<file path="config.mk">
export PLATFORM = sky130hd
export DESIGN_NAME = edge_detect_multi
export DESIGN_NICKNAME = d
export VERILOG_FILES = /design/src/rtl/edge_detect_multi.sv
export SDC_FILE = /design/constraint.sdc
export NUM_CORES = 1
export LEC_CHECK = 0
export CAP_MARGIN = 15
export CELL_PAD_IN_SITES_DETAIL_PLACEMENT = 0
export CELL_PAD_IN_SITES_GLOBAL_PLACEMENT = 1
export CORE_MARGIN = 2
export CORE_UTILIZATION = 40
export CTS_CLUSTER_DIAMETER = 80
export DETAILED_ROUTE_END_ITERATION = 16
export PLACE_DENSITY_LB_ADDON = 0.1
export SLEW_MARGIN = 10
export SYNTH_ARGS = -nofsm -noshare
export SYNTH_HDL_FRONTEND = slang
export SYNTH_SLANG_ARGS = --single-unit
</file>
<file path="constraint.sdc">
create_clock -name clock -period 2.35 [get_ports clock]
set_clock_uncertainty 0.05 [all_clocks]
set_input_delay 0.47 -clock clock [delete_from_list [all_inputs] [get_ports clock]]
set_output_delay 0.47 -clock clock [all_outputs]
set_load 0.05 [all_outputs]
</file>
<file path="src/rtl/edge_detect_multi.sv">
// edge_detect_multi
//   Multi-channel debounced edge detector. Each channel filters its input
//   level through an INIT/LOW/HIGH state machine and, on a qualified edge,
//   emits a registered one-cycle pulse, sets a sticky flag and bumps a
//   saturating event counter.
//
// Ports
//   clock         : rising-edge clock
//   reset         : asynchronous active-high reset, clears all state
//   inpt          : per-channel data input (already synchronous to clock)
//   mode          : per-channel edge select at [2i+1:2i]
//                   00 off, 01 rising, 10 falling, 11 both
//   clr           : per-channel clear of sticky and evt_count
//   outpt         : per-channel one-cycle event pulse
//   sticky        : per-channel flag, set by an event, held until clr
//   evt_count     : per-channel saturating count at [CNT_W*i +: CNT_W]
//   present_state : per-channel FSM state at [2i+1:2i]
module edge_detect_multi #(
    parameter int CHANNELS   = 4,
    parameter int FILTER_LEN = 3,
    parameter int CNT_W      = 8
) (
    input  logic                      clock,
    input  logic                      reset,
    input  logic [CHANNELS-1:0]       inpt,
    input  logic [2*CHANNELS-1:0]     mode,
    input  logic [CHANNELS-1:0]       clr,
    output logic [CHANNELS-1:0]       outpt,
    output logic [CHANNELS-1:0]       sticky,
    output logic [CHANNELS*CNT_W-1:0] evt_count,
    output logic [2*CHANNELS-1:0]     present_state
);

    localparam int            FW   = $clog2(FILTER_LEN + 1);
    localparam logic [FW-1:0] FLEN = FW'(FILTER_LEN);

    typedef enum logic [1:0] {
        ST_ILLEGAL = 2'b00,
        ST_INIT    = 2'b01,
        ST_LOW     = 2'b10,
        ST_HIGH    = 2'b11
    } state_t;

    function automatic logic [CNT_W-1:0] sat_inc(input logic [CNT_W-1:0] v);
        return (&v) ? v : v + CNT_W'(1);
    endfunction

    for (genvar i = 0; i < CHANNELS; i++) begin : g_ch
        state_t          state_q, state_d;
        logic [FW-1:0]   fcnt_q, fcnt_d;
        logic            prev_q;
        logic            rise_p0, fall_p0, evt_p0;
        logic            pulse_p1, sticky_p1;
        logic [CNT_W-1:0] cnt_p1;

        // Stage p0: filter and edge decision from the current sample
        always_comb begin
            state_d = state_q;
            fcnt_d  = fcnt_q;
            rise_p0 = 1'b0;
            fall_p0 = 1'b0;
            case (state_q)
                ST_INIT: begin
                    // fcnt of zero means no sample has been seen since reset,
                    // so the first sample always starts a fresh run.
                    if (fcnt_q == '0 || inpt[i] != prev_q)
                        fcnt_d = FW'(1);
                    else
                        fcnt_d = fcnt_q + FW'(1);
                    if (fcnt_d == FLEN) begin
                        state_d = inpt[i] ? ST_HIGH : ST_LOW;
                        fcnt_d  = '0;
                    end
                end
                ST_LOW: begin
                    if (inpt[i]) begin
                        fcnt_d = fcnt_q + FW'(1);
                        if (fcnt_d == FLEN) begin
                            state_d = ST_HIGH;
                            fcnt_d  = '0;
                            rise_p0 = 1'b1;
                        end
                    end else begin
                        fcnt_d = '0;
                    end
                end
                ST_HIGH: begin
                    if (!inpt[i]) begin
                        fcnt_d = fcnt_q + FW'(1);
                        if (fcnt_d == FLEN) begin
                            state_d = ST_LOW;
                            fcnt_d  = '0;
                            fall_p0 = 1'b1;
                        end
                    end else begin
                        fcnt_d = '0;
                    end
                end
                default: begin
                    state_d = ST_INIT;
                    fcnt_d  = '0;
                end
            endcase
            evt_p0 = (rise_p0 && mode[2*i]) || (fall_p0 && mode[2*i+1]);
        end

        // Stage p1: registered state, pulse, sticky flag and counter
        always_ff @(posedge clock or posedge reset) begin
            if (reset) begin
                state_q   <= ST_INIT;
                fcnt_q    <= '0;
                prev_q    <= 1'b0;
                pulse_p1  <= 1'b0;
                sticky_p1 <= 1'b0;
                cnt_p1    <= '0;
            end else begin
                state_q  <= state_d;
                fcnt_q   <= fcnt_d;
                prev_q   <= inpt[i];
                pulse_p1 <= evt_p0;
                // An event coinciding with clr restarts the count at one.
                if (evt_p0) begin
                    sticky_p1 <= 1'b1;
                    cnt_p1    <= clr[i] ? CNT_W'(1) : sat_inc(cnt_p1);
                end else if (clr[i]) begin
                    sticky_p1 <= 1'b0;
                    cnt_p1    <= '0;
                end
            end
        end

        assign outpt[i]                     = pulse_p1;
        assign sticky[i]                    = sticky_p1;
        assign evt_count[CNT_W*i +: CNT_W]  = cnt_p1;
        assign present_state[2*i +: 2]      = state_q;
    end

endmodule

</file>
# After elaboration in Yosys (flattened, before gate mapping)
# Cells that the tools add are included.
# classes
n_addsub	8
eq_ne	48
muxes	100
reduce_logical	36
# ops
operator	count
$mux W8	16
$mux W2	44
$ne A2 B2 Y1 const B	24
$pmux W2 S3	8
$add A8 B1 Y8 const B	4
$eq A2 B2 Y1 const B	16
$mux W1	32
$reduce_and A8 Y1	4
$reduce_and A5 Y1	4
$add A2 B1 Y2 const B	4
$eq A2 B1 Y1 const B	4
$logic_and A1 B1 Y1	8
$logic_not A2 Y1	4
$logic_or A1 B1 Y1	8
$reduce_and A2 Y1	4
$reduce_bool A2 Y1	4
$ne A1 B1 Y1	4
# totals
ff_bits	60
input_bits	18
output_inout_bits	48
wordCells	216

# Depth between registers and ports, before layout
# depth
word_depth	9
depth_mapped	7

# Least setup slack after synthesis
# No wires, ideal clock.
# synth_path
kind	register -> register
from	register g_ch[3].state_q[0]
to	register g_ch[3].cnt_p1[5]
setup_ps	125
arrival_ps	1765
required_ps	2175
path_slack_ps	410
stages_incl_launch_ff	5
path_buffers	0
synth_period_minus_slack_ps	1940
cell_sequence	dfstp_2 nand3b_1 a211oi_2 o2111a_1 mux2_2
# synth_via
elab_chain_len	6
elab_cells_between_ends	10
classes_between	2 x eq/ne; 3 x mux; 5 x reduce/logical
# synth_rtl
item	line_no	source
start, declared	49	state_t state_q, state_d;
start signal, assigned	117	state_q <= state_d;
$eq A2 B2 Y1	62	case (state_q)
$mux W1	62	
$logic_and A1 B1 Y1	104	evt_p0 = (rise_p0 && mode[2*i]) || (fall_p0 && mode[2*i+1]);
$logic_or A1 B1 Y1 *	104	
$reduce_bool A2 Y1 (no line)	n/a	
$reduce_and A2 Y1 (no line)	n/a	
end signal, assigned	124	cnt_p1 <= clr[i] ? CNT_W'(1) : sat_inc(cnt_p1);
end, declared	54	logic [CNT_W-1:0] cnt_p1;
# Every way passes the cells marked *; elsewhere a longest branch is shown, timed or not.
# A chain may end at the register's enable or synchronous reset.

# Worst setup path in the final report
# layout_path
from	register g_ch[3].state_q[0]
to	output present_state[6]
# layout_rtl
item	line_no	source
end, declared	31	output logic [2*CHANNELS-1:0] present_state
# No word-level cell between the ends.

==> impl_metrics.toml <==
[timing]
setup_slack_ps = 71.3
whs_ps = 426
fin_crit_sh_pct = 97.0
min_period_ps = 2280
drv_slew = 0
worst_slew_pin_slew_ps = 536
relSlewSlack_pct = 63.3
setup_violations = 0
finalSetupTns_ps = 0
rsz0062_at_grt = "false"
max_clock_freq_ghz = 0.439
hold_viol_final = 0

[worst_setup_path]
rr_worst_depth = 5
r2r_slack_ps = 510
path_cells = "clkdlybuf4s50_1"
worst_path_max_delay_cell = "clkdlybuf4s50_1"
cp.arrival_ps = 1760
worst-path-buf-inv = 1
start_kind = "register"
r2r-end = "g_ch[0].cnt_p1[5]"
crit_start = "g_ch[3].state_q[0]"
path_delay_family = "buffers and inverters"
cp-end-kind = "output port"
cpPeakStageDelay_ps = 820
worstPathMaxFanout = 7
criticalPathCategory = "reg2out"
r2r_start = "g_ch[0].cnt_p1[0]"
required_ps = 1830

[global_route]
grt_pass1_wl_um = 12200
grtUsageMet3_pct = 4.03
grt_use_met1_pct = 22.6
track_usage_pct = 17.1
grt_busiest_layer = "met2"
antenna_found_initial = 0
grt_max_degree = 61
grtUsageMet2_pct = 26.3
gr-total-overflow = 0
grt_pass1_vias = 2643

[clock_network]
clk_latency_ps = 340
cts-htree-levels = 3
clock_path_buffers = 2
cts.sinks = 60
clk_pin_slew_ps = 70
cts_tree = "done"
postCtsHoldBufs = 0
post_cts_resized = 0
cts-root-buf = "clkbuf_8"
cts_buffers = 9
cts_setup_buffers = 0

[outcome]
outcome = "complete, no violations"

[power]
p_per_area_nw_per_um2 = 824
leakage_uw = 0.00178
total_power_uw = 3520
vdd_drop_max_mv = 0.548

[floorplan]
dieWidth_um = 95.3
initial_core_util_pct = 41.0
io_pins = 66
row_count = 33
core_um2 = 8130
die_area_um2 = 9080
die_h_um = 95.3

[synth]
netlist_instances = 334
synth_top_area_cell = "dfrtp_1"
yosys_warnings = 0
async_flop_share_pct = 100
ys_ff_latch = 60
synth_fp_nets = 372
netlist_area_um2 = 3330
ys_seq_area_share_pct = 45.2
synth-edff-count = 0
synth_flop_cell = "dfrtp_1"
synth.area.top_cells = "dfrtp_1, ha_1, dfstp_2"
avgSynthCellArea_um2 = 9.98
netlist.area_leader.share_pct = 42.0
yosysUniqueCellTypes = 52

[routing]
ant_nets = 0
drc_errors = 0
dr.first_iter.drc_count = 41
routed_via_density = 5.38
routed_wl_um = 7100
wl_per_cell_um = 13.8
vias = 2758
first_pass_iters = 4

[run]
maxCapViolCount = 0

[cells_and_area]
diodes = 0
nFillCells = 745
syn_to_final_growth_pct = 27.9
nets = 442
drive_gt1_share_pct = 10.8

[min_path]
holdPathEnd = "g_ch[1].sticky_p1"
hp-class = "reg2reg"
hp-start = "g_ch[1].sticky_p1"
whs_path_depth = 1

[placed_design]
globalplace.congestion = 0.795
place_ws_ps = 175
numPortBuffers = 65
hpwlAfterDp_um = 4910
## area by class of cell
class                           instances  area [µm²]  area share [%]
Multi-Input combinational cell        235        1640            38.4
Sequential cell                        60        1510            35.3
Timing Repair Buffer                   75         736            17.3
Clock buffer                           13         159            3.73
Tap cell                              105         131            3.08
Inverter                               23        86.3            2.02
Clock inverter                          2        10.0           0.235
## per-stage QoR
step	area [µm²]	cells	utilization, %
after floorplan	3330	334	-
after global placement	4100	498	50.3
after detailed placement	4100	498	50.3
after CTS	4260	513	52.4
after global routing	4260	513	52.4
final	4260	513	52.4
## cells in the mapped netlist, types with 2 or more instances
| cell | number |
|---|---|
| o311ai_0 | 4 |
| xor2_1 | 8 |
| dfrtp_1 | 56 |
| or3_1 | 5 |
| nand2b_1 | 2 |
| buf_4 | 9 |
| o31ai_1 | 13 |
| or2_2 | 4 |
| and3_1 | 6 |
| a21o_1 | 3 |
| nand2_1 | 16 |
| o21ai_0 | 18 |
| a211oi_1 | 3 |
| nor3_1 | 5 |
| nor2b_1 | 5 |
| and4_4 | 2 |
| a21oi_1 | 16 |
| a22oi_1 | 4 |
| mux2i_1 | 6 |
| nor2_1 | 19 |
| a31oi_1 | 2 |
| mux2_2 | 2 |
| nand4_1 | 4 |
| inv_1 | 22 |
| or4_1 | 10 |
| buf_2 | 3 |
| o211ai_2 | 3 |
| nand3b_1 | 5 |
| ha_1 | 20 |
| dfstp_2 | 4 |
| nor4_1 | 8 |
| nand3_1 | 19 |
| clkbuf_1 | 2 |
| a41oi_1 | 2 |
| o41ai_1 | 2 |
| and3b_1 | 6 |
## power breakdown
part | internal (µW) | switching [µW]
sequential | 1210 | 190
clock | 432 | 399
combinational | 498 | 787
total | 2140 | 1380
## layer usage
layer / share of wire, % / wire length, µm
met1: 50 / 3520
met5: 0 / 0
met4: 2.0 / 143
met2: 44 / 3150
met3: 4.1 / 291
## flip-flops by register name, summed over array words and instances, names as in the netlist
register and count:
g_ch.cnt_p1 32, g_ch.sticky_p1 4, g_ch.pulse_p1 4, g_ch.fcnt_q 8, g_ch.prev_q 4, g_ch.state_q 8
## cells by family (layout without fill, tap and decap cells)
kind of cell	count (synthesis)	count (layout)	share of synthesized area (%)
mux	8	8	2.48
buf+inv	39	113	5.74
fa+ha+maj	20	20	7.51
compound gates	80	80	16.7
xor+xnor	8	8	2.10
flops	60	60	45.2
simple gates	119	119	20.3
## cells in the final DEF, fill, tap and decap left out, types with 13 or more instances in the layout
| cell | synthesis | routed |
|---|---|---|
| clkdlybuf4s50_1 | 0 | 64 |
| dfrtp_1 | 56 | 56 |
| nand2_1 | 16 | 16 |
| nor2_1 | 19 | 19 |
| o31ai_1 | 13 | 13 |
| a21oi_1 | 16 | 16 |
| inv_1 | 22 | 21 |
| o21ai_0 | 18 | 18 |
| ha_1 | 20 | 20 |
| nand3_1 | 19 | 19 |
## how the worst max path moves through the flow
stage,endpoint,slack (ps),cells after the start
floorplan,g_ch[0].cnt_p1[0],350,1
global placement,g_ch[0].cnt_p1[5],220,5
detailed placement,g_ch[0].cnt_p1[5],180,5
CTS,present_state[6],50,1
global route,present_state[6],10,1
finish,present_state[6],70,1
Power figures use the tool's default switching activity.
